<file path="src/rtl/protocol_handler.sv">
// Host-side transaction sequencer: issues token/DATA0/handshake packets,
// retries on NAK, bad CRC or reply timeout, and reports one completion pulse.
//   state  | meaning
//   IDLE   | waiting for a request edge
//   O_TOK  | OUT token sent, waiting for tx_done
//   O_DAT  | DATA0 sent, waiting for tx_done
//   O_WAIT | waiting for the device handshake
//   I_TOK  | IN token sent, waiting for tx_done
//   I_WAIT | waiting for device DATA0
//   I_HS   | ACK/NAK sent, waiting for tx_done
//   DONE   | single-cycle completion pulse
module protocol_handler #(
  parameter logic [6:0] DEV_ADDR     = 7'd5,
  parameter logic [3:0] ENDP         = 4'd4,
  parameter int         MAX_ATTEMPTS = 8,
  parameter int         TIMEOUT      = 255
) (
  input  logic        clk,
  input  logic        rst,
  input  logic        in_trans,
  input  logic        out_trans,
  input  logic [63:0] data_to_device,
  output logic [63:0] data_from_device,
  output logic        success,
  output logic        failure,
  output logic        tx_valid,
  output logic [3:0]  tx_pid,
  output logic [6:0]  tx_addr,
  output logic [3:0]  tx_endp,
  output logic [63:0] tx_data,
  input  logic        tx_done,
  input  logic        rx_valid,
  input  logic [3:0]  rx_pid,
  input  logic [63:0] rx_data,
  input  logic        rx_crc_ok
);

  localparam logic [3:0] PID_OUT   = 4'b0001;
  localparam logic [3:0] PID_IN    = 4'b1001;
  localparam logic [3:0] PID_DATA0 = 4'b0011;
  localparam logic [3:0] PID_ACK   = 4'b0010;
  localparam logic [3:0] PID_NAK   = 4'b1010;

  localparam int              TW       = (TIMEOUT > 2) ? $clog2(TIMEOUT) : 1;
  localparam logic [TW-1:0]   TMO_LAST = TW'(TIMEOUT - 1);
  localparam logic [3:0]      ATT_MAX  = 4'(MAX_ATTEMPTS);

  typedef enum logic [2:0] {
    IDLE, O_TOK, O_DAT, O_WAIT, I_TOK, I_WAIT, I_HS, DONE
  } state_t;

  state_t        r_state, w_state_next;
  logic          r_out_q, r_in_q;
  logic [3:0]    r_attempt;
  logic [TW-1:0] r_tmo;
  logic          r_tx_valid, r_success, r_failure;
  logic [3:0]    r_tx_pid;
  logic [63:0]   r_tx_data, r_dfd;

  logic          w_start_out, w_start_in, w_tmo_hit;
  logic [3:0]    w_attempt_inc;
  logic          w_send, w_retry, w_succ, w_fail, w_capture, w_latch;
  logic [3:0]    w_send_pid;

  always_comb begin
    w_start_out   = out_trans & ~r_out_q;
    w_start_in    = in_trans & ~r_in_q;
    w_attempt_inc = r_attempt + 4'd1;
    w_tmo_hit     = (r_tmo == TMO_LAST);
    w_state_next  = r_state;
    w_send        = 1'b0;
    w_send_pid    = PID_OUT;
    w_retry       = 1'b0;
    w_succ        = 1'b0;
    w_fail        = 1'b0;
    w_capture     = 1'b0;
    w_latch       = 1'b0;

    case (r_state)
      IDLE: begin
        if (w_start_out) begin
          w_state_next = O_TOK;
          w_send       = 1'b1;
          w_send_pid   = PID_OUT;
          w_capture    = 1'b1;
        end else if (w_start_in) begin
          w_state_next = I_TOK;
          w_send       = 1'b1;
          w_send_pid   = PID_IN;
        end
      end
      O_TOK: begin
        if (tx_done) begin
          w_state_next = O_DAT;
          w_send       = 1'b1;
          w_send_pid   = PID_DATA0;
        end
      end
      O_DAT:  if (tx_done) w_state_next = O_WAIT;
      O_WAIT: begin
        if (rx_valid) begin
          if (rx_crc_ok && rx_pid == PID_ACK) begin
            w_state_next = DONE;
            w_succ       = 1'b1;
          end else begin
            w_retry = 1'b1;
          end
        end else if (w_tmo_hit) begin
          w_retry = 1'b1;
        end
      end
      I_TOK:  if (tx_done) w_state_next = I_WAIT;
      I_WAIT: begin
        if (rx_valid) begin
          w_state_next = I_HS;
          w_send       = 1'b1;
          if (rx_crc_ok && rx_pid == PID_DATA0) begin
            w_latch    = 1'b1;
            w_send_pid = PID_ACK;
          end else begin
            w_send_pid = PID_NAK;
          end
        end else if (w_tmo_hit) begin
          w_retry = 1'b1;
        end
      end
      // The handshake just sent tells us whether the IN data was good.
      I_HS: begin
        if (tx_done) begin
          if (r_tx_pid == PID_ACK) begin
            w_state_next = DONE;
            w_succ       = 1'b1;
          end else begin
            w_retry = 1'b1;
          end
        end
      end
      DONE:    w_state_next = IDLE;
      default: w_state_next = IDLE;
    endcase

    if (w_retry) begin
      if (w_attempt_inc == ATT_MAX) begin
        w_state_next = DONE;
        w_fail       = 1'b1;
      end else begin
        w_send       = 1'b1;
        w_state_next = (r_state == O_WAIT) ? O_TOK : I_TOK;
        w_send_pid   = (r_state == O_WAIT) ? PID_OUT : PID_IN;
      end
    end
  end

  always_ff @(posedge clk) begin
    if (rst) begin
      r_state    <= IDLE;
      r_out_q    <= 1'b0;
      r_in_q     <= 1'b0;
      r_attempt  <= 4'd0;
      r_tmo      <= '0;
      r_tx_valid <= 1'b0;
      r_tx_pid   <= 4'd0;
      r_tx_data  <= 64'd0;
      r_dfd      <= 64'd0;
      r_success  <= 1'b0;
      r_failure  <= 1'b0;
    end else begin
      r_state    <= w_state_next;
      r_out_q    <= out_trans;
      r_in_q     <= in_trans;
      r_tx_valid <= w_send;
      r_success  <= w_succ;
      r_failure  <= w_fail;
      if (w_send)    r_tx_pid  <= w_send_pid;
      if (w_capture) r_tx_data <= data_to_device;
      if (w_latch)   r_dfd     <= rx_data;
      if (r_state == IDLE)
        r_attempt <= 4'd0;
      else if (w_retry)
        r_attempt <= w_attempt_inc;
      if (r_state == O_WAIT || r_state == I_WAIT)
        r_tmo <= r_tmo + TW'(1);
      else
        r_tmo <= '0;
    end
  end

  assign data_from_device = r_dfd;
  assign success          = r_success;
  assign failure          = r_failure;
  assign tx_valid         = r_tx_valid;
  assign tx_pid           = r_tx_pid;
  assign tx_data          = r_tx_data;
  assign tx_addr          = DEV_ADDR;
  assign tx_endp          = ENDP;

endmodule

</file>
<file path="config.mk">
export PLATFORM = sky130hd
export DESIGN_NAME = protocol_handler
export DESIGN_NICKNAME = d
export VERILOG_FILES = /design/src/rtl/protocol_handler.sv
export SDC_FILE = /design/constraint.sdc
export NUM_CORES = 1
export LEC_CHECK = 0
export BUFFER_PORTS_ARGS = -buffer_cell sky130_fd_sc_hd__buf_2
export CORE_MARGIN = 4
export CORE_UTILIZATION = 41
export CTS_BUF_LIST = sky130_fd_sc_hd__clkbuf_8 sky130_fd_sc_hd__clkbuf_16
export DETAILED_ROUTE_END_ITERATION = 12
export PLACE_DENSITY = 0.83
export SLEW_MARGIN = 0
export SYNTH_ARGS = -nofsm -noshare
export SYNTH_HDL_FRONTEND = slang
export SYNTH_SLANG_ARGS = --single-unit
</file>
<file path="constraint.sdc">
create_clock -name clk -period 1.7 [get_ports clk]
set_input_delay 0.34 -clock clk [delete_from_list [all_inputs] [get_ports clk]]
set_output_delay 0.34 -clock clk [all_outputs]
set_load 0.01 [all_outputs]
</file>
* Word level (Yosys, flattened, before mapping) *
Index checks and enable logic that the tools add are counted.
Widths: inputs -> output; s select.

storage, ports and cells
  bits in registers = 152
  logic and storage cells = 96
  input bits = 139
  output and inout port bits = 146

cells by class
  reduce and logical (&&, ||, !) cells = 8
  eq/ne operators = 21
  bitwise gates (word level) = 6
  mux-type cells = 48
  $add $sub $neg = 2

operators by type and width
  kind                 number
  $mux 3               13
  $mux 4               7
  $ne 3x3->1 const B   8
  $pmux 3 s8           1
  $mux 1               22
  $eq 3x3->1 const B   4
  $eq 4x2->1 const B   3
  $pmux 4 s3           1
  $reduce_and 9->1     1
  $add 8x1->8 const B  1
  $eq 8x8->1 const B   1
  $eq 3x2->1 const B   2
  $pmux 1 s3           2
  $reduce_or 2->1      3
  $add 4x1->4 const B  1
  $eq 4x4->1 const B   1
  $ne 4x4->1 const B   1
  $not 1->1            4
  $eq 3x1->1 const B   1
  $logic_not 3->1      1
  $and 1x1->1          2
  $logic_and 1x1->1    2
  $mux 2               1
  $pmux 1 s2           1
  $logic_or 1x1->1     1

* Longest topological paths before layout *
Gate-level depths: netlist of the first run.

  depth after elaboration = 7
  depth in mapped cells = 7
  gate-level depth less buffers = 7

* Least setup slack after synthesis of the first run *
No wires, ideal clock.

  path type = flip-flop to flip-flop
  start = register r_tx_pid[1], in the netlist tx_pid[1]
  end = register r_state[2]
  slack = 64 ps
  cell stages (with the launch flop) = 6
  arrival time = 1,566 ps
  setup time = 70 ps
  buffers on the path = 0
  required time = 1,630 ps
  clock period less this slack = 1,636 ps
  cell sequence = dfxtp_1 > nor3b_1 > and2b_4 > o31ai_2 > o221ai_1 > a21oi_1

on the way
  cells in the longest elaborated chain, start to end = 6
  elaborated cells on any way between the ends = 15
  classes of those cells = eq/ne: 10; mux: 4; reduce/logical: 1

RTL lines
  element                                                    RTL line  source
  start: declaration                                         57        logic [3:0] r_tx_pid;
  start signal: assignment                                   174       if (w_send) r_tx_pid <= w_send_pid;
  $eq 4x2->1 (*)                                             130       if (r_tx_pid == PID_ACK) begin
  $mux 1                                                     130
  $mux 1                                                     129       if (tx_done) begin
  $pmux 1 s3                                                 79        case (r_state)
  $ne 4x4->1 (no source line) or $ne 3x3->1 (tied branches)  --
  $reduce_and 9->1 (no source line)                          --
  end signal: assignment                                     168       r_state <= w_state_next;
  end: declaration                                           52        state_t r_state, w_state_next;

Mark *: on every way between the ends. The rest lies on a longest branch, timed or not.
A chain may end at the register's enable or synchronous reset.

* Final worst setup path of the first run *
  start = register r_tmo[0]
  end = register r_attempt[1]

on the way
  cells in the longest elaborated chain, start to end = 4
  elaborated cells on any way between the ends = 5
  classes of those cells = eq/ne: 1; mux: 4

RTL lines
  element                    RTL line  source
  start: declaration         55        logic [TW-1:0] r_tmo;
  start signal: assignment   182       r_tmo <= r_tmo + TW'(1);
  $eq 8x8->1 (*)             69        w_tmo_hit = (r_tmo == TMO_LAST);
  $mux 1 (*)                 108, 123
  $mux 1 (on tied branches)  114, 101
  $pmux 1 s3 (*)             79
  end signal: assignment     180       r_attempt <= w_attempt_inc;
  end: declaration           54        logic [3:0] r_attempt;

Marked as above.

==> impl_metrics.py, run 1 <==
metrics = {
    "critical_path": {
        "cp.depth": 7,
        "cp-startpoint": "r_tmo[0]",
        "slowest_stage": "or4_4",
        "worstPathRequired_ns": 2.00,
        "reg2reg_to": "r_attempt[1]",
        "rr_startpoint": "r_tmo[0]",
        "crit_fanout": 7,
        "cpLargestDelayFamily": "simple AND/OR/NAND/NOR gates",
        "r2r_cells": 7,
        "crit_path_end": "r_attempt[1]",
        "crit_chain": "inv_2 -> ha_2 -> nand4b_1 -> or4_4 -> nand3_4 -> mux2i_1 -> nor2_1",
        "crit_arrival_ns": 2.04,
        "reg2reg_slack_ns": -0.04,
        "crit_path_max_incr_delay_ns": 0.58,
        "end_kind": "flip-flop",
        "crit_path_start_kind": "flip-flop",
        "path_class": "flip-flop to flip-flop",
        "path_buf_inv": 1,
    },
    "sta": {
        "setup_viol": 5,
        "whs_ns": 0.154,
        "period_needed_ns": 1.74,
        "finClkSkew_ns": 0.0139,
        "finalMaxSlewViolations": 0,
        "fin_crit_sh_pct": 103,
        "finalWorstSetupSlack_ns": -0.0445,
        "grt_setup_unrepaired": "true",
        "fmax_ghz": 0.573,
        "hold_viol_final": 0,
    },
    "placement": {
        "port-buffer-count": 272,
        "post_dp_cell_area_mm2": 0.00734,
        "gp_congestion": 0.894,
        "dp_hpwl_um": 12000,
        "pre_cts_ws_ns": -0.0814,
    },
    "detailed_routing": {
        "wl_met1_um": 6690,
        "dr.first_iter.drc_count": 315,
        "top_layer": "met4",
        "route.met2.wl_um": 8190,
        "antenna_left": 0,
        "met3WireLength_um": 1410,
        "dr_total_vias": 5761,
        "wire_per_inst_um": 14.2,
        "drc_errors": 0,
        "viasPerCell": 4.89,
        "drtPass1Iterations": 4,
        "wirelength_um": 16700,
    },
    "power": {
        "power_frac_comb_pct": 23.0,
        "finalPower_mw": 10.2,
        "power.density_mw_per_mm2": 1270,
        "power_frac_seq_pct": 40.4,
        "netSwitchingFraction_pct": 30.6,
        "p_clk_share_pct": 36.6,
        "ir_worst_vdd_mv": 0.864,
        "p_switching_mw": 3.13,
        "power.leakage_nw": 3.61,
        "internal_power_mw": 7.08,
    },
    "clock_network": {
        "cts.clk_slew.worst_paths_ns": 0.06,
        "cts_tree": "built",
        "clock_path_buffers": 2,
        "htree_levels": 4,
        "numClockSinks": 151,
        "clk-insertion-delay-late_ns": 0.41,
        "cts_made_buffers": 17,
        "cts_hold_buf": 0,
        "root_buffer": "clkbuf_16",
    },
    "synthesis": {
        "synth_edf_count": 0,
        "async_reset_ff_share_pct": 0,
        "ys_ff_latch": 151,
        "synth-seq-area-share_pct": 52.8,
        "synth-simple-area-share_pct": 23.6,
        "synth_top_family_by_area": "simple AND/OR/NAND/NOR gates",
        "synth_top_cell_area_share_pct": 52.8,
        "synthTopCellsByArea": "dfxtp_1, nand2_1, a21oi_1",
        "synth_compound_area_share_pct": 15.7,
        "ys_types": 52,
        "syn_area_mm2": 0.00572,
        "synth_fa_ha_area_share_pct": 0.656,
        "syn_avg_cell_area_um2": 8.05,
        "synth.most_common_cell": "nand2_1",
        "synth_ff_type": "dfxtp_1",
        "synth_mux_area_share_pct": 0.350,
        "synth_common_cells": "nand2_1, dfxtp_1, a21oi_1",
        "yosys.area.top_type": "dfxtp_1",
        "syn_inst": 711,
        "synth_xor_area_share_pct": 1.22,
        "yosys_warnings": 0,
    },
    "global_route": {
        "grt_first_pass_wirelength_um": 25600,
        "grt_max_degree": 76,
        "grt-ovfl-total": 0,
        "grtUsageTotal_pct": 19.4,
        "grt_pass1_vias": 5477,
        "antenna_found_initial": 1,
    },
    "floorplanning": {
        "core_area_mm2": 0.0135,
        "die_h_um": 126,
        "dieArea_mm2": 0.0159,
        "start_util_pct": 42.5,
        "io_pins": 285,
        "die_w_um": 126,
        "placementRows": 42,
    },
    "final_layout": {
        "nets": 1129,
        "final_util_pct": 59.6,
        "areaGrowthSynthToFinish_pct": 40.2,
        "design_area_mm2": 0.00802,
        "drive_gt1_share_pct": 35.7,
    },
    "run_status": {
        "status": "finished with violations",
        "violations": "negative setup slack",
    },
    "worst_hold_path": {
        "hp-class": "input port to flip-flop",
    },
    "run": {
        "cap_viol_max_count": 0,
    },
}
power groups by stage:
stage,Combinational [mW],Clock (mW),Sequential (mW)
floorplan,1.27,0,4.31
global placement,2.32,0,4.16
detailed placement,2.33,0,4.19
CTS,2.34,3.82,4.11
global route,2.60,3.98,4.17
finish,2.35,3.74,4.12
worst register-to-register path: cells and delay by family (launching register included):
kind                     cells  cell delay [ns]
adder cells (fa/ha/maj)      1             0.15
buffers and inverters        1             0.04
flip-flops                   1             0.32
multiplexers                 1             0.19
AND/OR/NAND/NOR              4             0.92
repair_timing:
action / in CTS / in global routing
pin swaps: 1 / 4
cloned: 0 / 2
setup endpoints to repair: 5 / 46
resized for setup: 2 / 7
setup buffers: 0 / 2
hold endpoints to repair: 0 / 0
worst min path at each step:
| stage | startpoint | endpoint | slack, ns | depth (start not counted) |
|---|---|---|---|---|
| 6_report | in_trans | r_in_q | 0.15 | 2 |
| 5_1_grt | data_to_device[62] | tx_data[62] | 0.14 | 3 |
| 4_1_cts | data_to_device[28] | tx_data[28] | 0.14 | 3 |
| 3_5_place_dp | tx_data[57] | tx_data[57] | 0.44 | 2 |
| 3_3_place_gp | tx_data[28] | tx_data[28] | 0.44 | 2 |
| 2_1_floorplan | r_tmo[0] | r_tmo[0] | 0.43 | 1 |
layout by cell type (no fill, tap or decap), types with 2 or more instances in the layout:
| master | count |
|---|---|
| nand2b_1 | 4 |
| and3_1 | 2 |
| inv_1 | 2 |
| clkbuf_16 | 19 |
| conb_1 | 12 |
| mux2i_1 | 2 |
| inv_6 | 3 |
| inv_2 | 3 |
| xnor2_1 | 4 |
| clkinvlp_4 | 3 |
| bufinv_16 | 2 |
| nor2_1 | 13 |
| o221ai_1 | 2 |
| buf_2 | 271 |
| o21ai_0 | 7 |
| nand3_1 | 5 |
| buf_4 | 24 |
| a21oi_1 | 135 |
| clkinv_4 | 3 |
| nand4b_1 | 2 |
| inv_8 | 2 |
| ha_1 | 2 |
| xor2_1 | 4 |
| nor2b_1 | 6 |
| dfxtp_2 | 3 |
| and3b_1 | 2 |
| or3_1 | 4 |
| clkinv_2 | 2 |
| nor3_1 | 3 |
| dfxtp_1 | 148 |
| buf_12 | 6 |
| o211ai_1 | 4 |
| nand2_1 | 264 |
area by class of cell:
type,instances,area (um2)
inverters,5,18.8
fillers,1168,5430
multi-input cells,509,2460
diodes,1,2.50
clock buffers,17,425
repair buffers,303,1710
clock inverters,15,168
flip-flops and latches,151,3030
well taps,176,220
registers in the layout (all words and copies together) (netlist names):
signal and count:
r_tmo 8, r_attempt 4, r_state 3, r_in_q 1, tx_valid 1, tx_data 64
data_from_device 64, failure 1, r_out_q 1, success 1, tx_pid 3
cells by family after synthesis:
kind of cell / after synthesis
mux: 2
flops: 151
compound gates: 163
other cells: 2
xor+xnor: 8
simple gates: 321
buf+inv: 61
fa+ha+maj: 3
stage by stage:
stage,std cells,setup TNS (ns)
CTS,1172,-0.0654
global placement,1140,-0.0860
finish,1177,-0.112
detailed placement,1140,-0.269
global route,1177,-0.564
floorplan,721,0
per-layer routing:
| metal | track usage, % | vias up |
|---|---|---|
| li1 | - | 2872 |
| met1 | 22.6 | 2588 |
| met2 | 32.1 | 266 |
| met3 | 7.45 | 35 |
| met4 | 8.01 | 0 |
| met5 | 0 | - |
Power figures use the tool's default switching activity.
==> run 2, diff against run 1 <==
--- a/config.mk
+++ b/config.mk
@@ -5,6 +5,7 @@
 export SDC_FILE = /design/constraint.sdc
 export NUM_CORES = 1
 export LEC_CHECK = 0
+export ABC_AREA = 1
 export BUFFER_PORTS_ARGS = -buffer_cell sky130_fd_sc_hd__buf_2
 export CORE_MARGIN = 4
 export CORE_UTILIZATION = 41
==> impl_metrics.py, run 2 <==
metrics = {
    "synthesis": {
        "ys_types": 32,
        "syn_inst": 753,
        "synth_common_cells": "nor2_1, dfxtp_1, o21ai_0",
        "syn_avg_cell_area_um2": 7.68,
        "synthTopCellsByArea": "dfxtp_1, nor2_1, o21ai_0",
        "synth.most_common_cell": "nor2_1",
        "synth-seq-area-share_pct": 52.3,
        "yosys_warnings": 0,
        "async_reset_ff_share_pct": 0,
        "yosys.area.top_type": "dfxtp_1",
        "synth_top_cell_area_share_pct": 52.3,
        "ys_ff_latch": 151,
        "syn_area_mm2": 0.00578,
        "synth_edf_count": 0,
        "synth_ff_type": "dfxtp_1",
    },
    "final_layout": {
        "nets": 1155,
        "seq_area_mm2": 0.00303,
        "fill_cells": 1251,
        "final_cell_mix": "nor2_1, buf_2, dfxtp_1",
        "design_area_mm2": 0.00791,
        "drive_gt1_share_pct": 33.8,
        "final_util_pct": 57.2,
        "areaGrowthSynthToFinish_pct": 36.8,
        "n_antenna_cell": 0,
        "multiInputGateArea_mm2": 0.00237,
        "final_common_cell": "nor2_1",
    },
    "power": {
        "power_frac_comb_pct": 24.2,
        "power.density_mw_per_mm2": 1370,
        "power_frac_seq_pct": 40.3,
        "p_clk_share_pct": 35.6,
        "power.leakage_nw": 4.13,
        "internal_power_mw": 7.43,
        "finalPower_mw": 10.8,
        "netSwitchingFraction_pct": 31.5,
        "ir_worst_vdd_mv": 0.816,
        "p_switching_mw": 3.42,
    },
    "critical_path": {
        "end_kind": "flip-flop",
        "worstPathRequired_ns": 2.01,
        "crit_chain": "nand2_1 -> inv_2 -> nand2_2 -> nor2_4 -> inv_2 -> nor2_4 -> inv_2 -> buf_12 -> nor2_1 -> nor2_1",
        "slowest_stage": "dfxtp_2",
        "cpLargestDelayFamily": "simple AND/OR/NAND/NOR gates",
        "crit_arrival_ns": 1.90,
        "crit_fanout": 64,
        "cp_common_cell": "inv_2",
        "path_buf_inv": 4,
        "crit_path_max_incr_delay_ns": 0.40,
        "path_class": "flip-flop to flip-flop",
        "crit_path_start_kind": "flip-flop",
    },
    "global_route": {
        "grt_max_degree": 65,
        "grt_pass1_vias": 5350,
        "antenna_found_initial": 0,
        "grt_first_pass_wirelength_um": 25200,
        "grt-ovfl-total": 0,
        "grtUsageTotal_pct": 19.0,
    },
    "floorplanning": {
        "dieArea_mm2": 0.0161,
        "io_pins": 285,
        "core_area_mm2": 0.0138,
        "placementRows": 43,
        "start_util_pct": 41.8,
        "die_h_um": 127,
        "die_w_um": 127,
    },
    "placement": {
        "dp_hpwl_um": 11500,
        "port-buffer-count": 272,
        "gp_congestion": 0.901,
        "pre_cts_ws_ns": 0.117,
        "post_dp_cell_area_mm2": 0.00724,
    },
    "detailed_routing": {
        "antenna_left": 0,
        "dr.first_iter.drc_count": 329,
        "wirelength_um": 16100,
        "wire_per_inst_um": 13.3,
        "dr_total_vias": 5828,
        "drc_errors": 0,
        "viasPerCell": 4.84,
        "drtPass1Iterations": 5,
    },
    "clock_network": {
        "htree_levels": 4,
        "cts_tree": "built",
        "clock_path_buffers": 2,
        "numClockSinks": 151,
        "root_buffer": "clkbuf_16",
        "clk-insertion-delay-late_ns": 0.42,
        "cts_made_buffers": 17,
        "cts_hold_buf": 0,
        "cts.clk_slew.worst_paths_ns": 0.06,
    },
    "run_status": {
        "status": "finished, final reports clean",
    },
    "sta": {
        "finalWorstSetupSlack_ns": 0.114,
        "fmax_ghz": 0.631,
        "period_needed_ns": 1.59,
        "tns_ns": 0,
        "finClkSkew_ns": 0.00870,
        "setup_viol": 0,
        "finalMaxSlewViolations": 0,
        "hold_viol_final": 0,
        "fin_crit_sh_pct": 93.3,
    },
    "run": {
        "cap_viol_max_count": 0,
    },
    "worst_hold_path": {
        "hp-class": "input port to flip-flop",
    },
}
## run 2: cell count changes after synthesis, moves of 6 or more
cell and delta:
nor2_1 +267, nand2_1 -221, a21oi_1 -122, o21ai_0 +91, o21ai_1 +35, inv_1 +17
buf_6 +8, clkbuf_1 -7, nor2b_1 -6
## run 2: worst reg2reg max path, stage by stage, from the launching register on
cell and delay [ns]:
dfxtp_2 0.40, nand2_1 0.10, inv_2 0.07, nand2_2 0.07
nor2_4 0.11, inv_2 0.07, nor2_4 0.19, inv_2 0.07
buf_12 0.18, nor2_1 0.19, nor2_1 0.06
## run 2: metrics by stage
step | hold slack, ns | instances
floorplan | 0.418 | 763
CTS | 0.121 | 1203
global placement | 0.450 | 1172
detailed placement | 0.467 | 1172
global route | 0.133 | 1205
finish | 0.140 | 1205
## run 2: area by class of cell
type / instances / share of cell area, %
clock buffer: 18 / 5.55
inverter: 25 / 1.22
clock inverter: 13 / 2.17
multi-input combinational: 531 / 29.9
sequential: 151 / 38.3
tap: 180 / 2.85
timing repair buffer: 287 / 20.0
## run 2: timing repair
item                       4_1_cts  5_1_grt
buffers inserted                 0        1
setup endpoints to repair        0       77
hold endpoints to repair         0        0
gates resized for setup          0        9
## run 2: kinds of logic (layout without fill, tap and decap cells)
logic type                 after synthesis  count (layout)  share of synthesized area [%]
xor gates and xnor gates                 3               3                          0.455
AOI/OAI and AO/OA                      152             152                           13.4
adders and majority gates                3               3                          0.650
DFF                                    151             151                           52.3
other                                    2              12                          0.130
and+or+nand+nor                        361             361                           25.5
buffers and inverters                   81             343                           7.60
## run 2: metal layers
layer | GRT usage, % | routed length, um | up-vias
li1 | - | - | 2911
met5 | 0 | 0 | -
met3 | 6.53 | 1640 | 24
met4 | 9.02 | 398 | 0
met2 | 29.7 | 7330 | 262
met1 | 23.4 | 6710 | 2631
## run 2: final timing paths
kind / startpoint / endpoint / slack, ns / depth (start not counted)
hold reg to reg: r_tmo[0] / r_tmo[0] / 0.47 / 1
setup reg to reg: r_state[0] / data_from_device[33] / 0.11 / 10
setup / recovery: r_state[0] / data_from_device[33] / 0.11 / 10
hold / removal: out_trans / r_out_q / 0.14 / 3
## run 2: power by group through the flow
stage / clock network (mW) / logic (mW) / registers, mW
3_5_place_dp: 0 / 2.61 / 4.40
4_1_cts: 3.96 / 2.61 / 4.35
6_report: 3.86 / 2.62 / 4.37
3_3_place_gp: 0 / 2.56 / 4.39
2_1_floorplan: 0 / 1.37 / 4.59
5_1_grt: 4.11 / 2.94 / 4.43
==> run 3, diff against run 2 <==
--- a/config.mk
+++ b/config.mk
@@ -7,10 +7,12 @@
 export LEC_CHECK = 0
 export ABC_AREA = 1
 export BUFFER_PORTS_ARGS = -buffer_cell sky130_fd_sc_hd__buf_2
+export CORE_ASPECT_RATIO = 0.7
 export CORE_MARGIN = 4
 export CORE_UTILIZATION = 41
 export CTS_BUF_LIST = sky130_fd_sc_hd__clkbuf_8 sky130_fd_sc_hd__clkbuf_16
 export DETAILED_ROUTE_END_ITERATION = 12
+export GPL_TIMING_DRIVEN = 0
 export PLACE_DENSITY = 0.83
 export SLEW_MARGIN = 0
 export SYNTH_ARGS = -nofsm -noshare
==> impl_metrics.py, run 3 (synthesized netlist as in run 2, its figures left out) <==
metrics = {
    "run_status": {
        "status": "finished, final reports clean",
    },
    "detailed_routing": {
        "drc_errors": 0,
        "wire_per_inst_um": 14.1,
        "drtPass1Iterations": 5,
        "dr_total_vias": 5982,
        "dr.first_iter.drc_count": 362,
        "viasPerCell": 4.73,
        "wirelength_um": 17800,
        "antenna_left": 0,
    },
    "placement": {
        "post_dp_cell_area_mm2": 0.00741,
        "dp_hpwl_um": 13100,
        "dp_cells": 1220,
        "port-buffer-count": 272,
        "gp_congestion": 0.841,
        "pre_cts_ws_ns": -0.270,
    },
    "clock_network": {
        "root_buffer": "clkbuf_16",
        "htree_levels": 4,
        "clock_path_buffers": 2,
        "numClockSinks": 151,
        "clk-insertion-delay-late_ns": 0.41,
        "cts_hold_buf": 0,
        "cts_tree": "built",
        "cts.clk_slew.worst_paths_ns": 0.06,
        "cts_made_buffers": 17,
    },
    "final_layout": {
        "final_cells": 1264,
        "final_common_cell": "buf_2",
        "fill_cells": 1219,
        "final_cell_mix": "buf_2, nor2_1, dfxtp_1",
        "design_area_mm2": 0.00821,
        "drive_gt1_share_pct": 36.1,
        "n_antenna_cell": 0,
        "nets": 1208,
        "areaGrowthSynthToFinish_pct": 42.0,
    },
    "sta": {
        "fin_crit_sh_pct": 95.5,
        "finalWorstSetupSlack_ns": 0.0762,
        "hold_viol_final": 0,
        "maxSlewHeadroom_pct": 51.3,
        "finClkSkew_ns": 0.0158,
        "worst_slew_pin_slew_ns": 0.730,
        "setup_viol": 0,
        "period_needed_ns": 1.62,
        "fmax_ghz": 0.616,
        "finalMaxSlewViolations": 0,
    },
    "critical_path": {
        "path_class": "flip-flop to flip-flop",
        "crit_fanout": 10,
        "crit_path_start_kind": "flip-flop",
        "cp-startpoint": "r_state[0]",
        "end_kind": "flip-flop",
        "rr_startpoint": "r_state[0]",
        "worstPathRequired_ns": 2.00,
        "crit_arrival_ns": 1.92,
    },
    "floorplanning": {
        "die_h_um": 107,
        "die_w_um": 150,
        "core_area_mm2": 0.0135,
        "dieArea_mm2": 0.0161,
        "placementRows": 35,
        "io_pins": 285,
        "start_util_pct": 42.8,
    },
    "power": {
        "ir_worst_vdd_mv": 0.832,
        "finalPower_mw": 10.5,
        "power.density_mw_per_mm2": 1290,
        "power.leakage_nw": 4.31,
    },
    "global_route": {
        "antenna_found_initial": 2,
        "grt_first_pass_wirelength_um": 26200,
        "grt_max_degree": 17,
        "grt_pass1_vias": 5421,
        "grt-ovfl-total": 0,
        "grtUsageTotal_pct": 20.3,
    },
    "worst_hold_path": {
        "worstHoldStart": "rst",
        "hp-class": "input port to flip-flop",
    },
    "run": {
        "cap_viol_max_count": 0,
    },
}
-- run 3: cell count changes in the layout (fill, tap and decap cells not counted), moves of 3 or more --
cell,delta
buf_4,+15
clkbuf_1,+15
buf_2,+13
buf_6,+9
nor2_1,-7
nor2_2,+7
buf_12,-6
bufinv_16,-3
clkbuf_16,+3
inv_1,+3
-- run 3: layout make-up --
class	instances	area (um2)	share of cell area, %
inverter	25	98.8	1.20
timing repair buffer	284	1530	18.6
multi-input combinational	531	2390	29.1
clock inverter	14	115	1.40
buffer	56	383	4.66
tap	185	231	2.82
sequential	151	3030	36.9
clock buffer	18	439	5.35
-- run 3: routing by layer --
layer	share of wire, %	GRT usage, %	routed length, um
met5	0.11	0	20
met4	1.2	6.27	216
met3	9.9	7.20	1770
met2	47	33.3	8340
met1	42	25.1	7460
-- run 3: final timing paths --
kind,to,slack (ns),cells past startpoint
setup / recovery,data_from_device[57],0.08,12
hold / removal,failure,0.13,2
setup reg to reg,data_from_device[57],0.08,12
hold reg to reg,r_tmo[0],0.46,1
-- run 3: power breakdown --
| part | leakage [nW] | total, mW | internal [mW] | switching, mW |
|---|---|---|---|---|
| registers | 1.23 | 4.33 | 4.06 | 0.269 |
| logic | 2.81 | 2.72 | 1.05 | 1.67 |
| clock network | 0.269 | 3.50 | 1.95 | 1.56 |
| total | 4.31 | 10.5 | 7.06 | 3.49 |
-- run 3: worst max-delay path, cell delays in order (launching register included) --
cell and delay, ns:
dfxtp_1 0.32, buf_6 0.12, nand2_2 0.06, inv_2 0.07, nand2_2 0.07, nor2_4 0.12
inv_2 0.06, nor2_4 0.13, buf_6 0.14, inv_6 0.06, buf_2 0.18, nor2_1 0.13
nor2_1 0.07
-- run 3: repair_timing --
item | in CTS | in global routing
endpoints found under the setup margin | 0 | 112
setup buffers | 0 | 6
resized for setup | 0 | 36
hold endpoints to repair | 0 | 0
-- run 3: through the flow --
stage | TNS, ns | hold slack (ns) | util (%)
after floorplan | 0 | 0.418 | -
after global placement | -7.47 | 0.445 | 54.9
after detailed placement | -17.04 | 0.450 | 54.9
after CTS | 0 | 0.104 | 59.0
after global routing | -0.153 | 0.112 | 60.9
final | 0 | 0.131 | 60.9
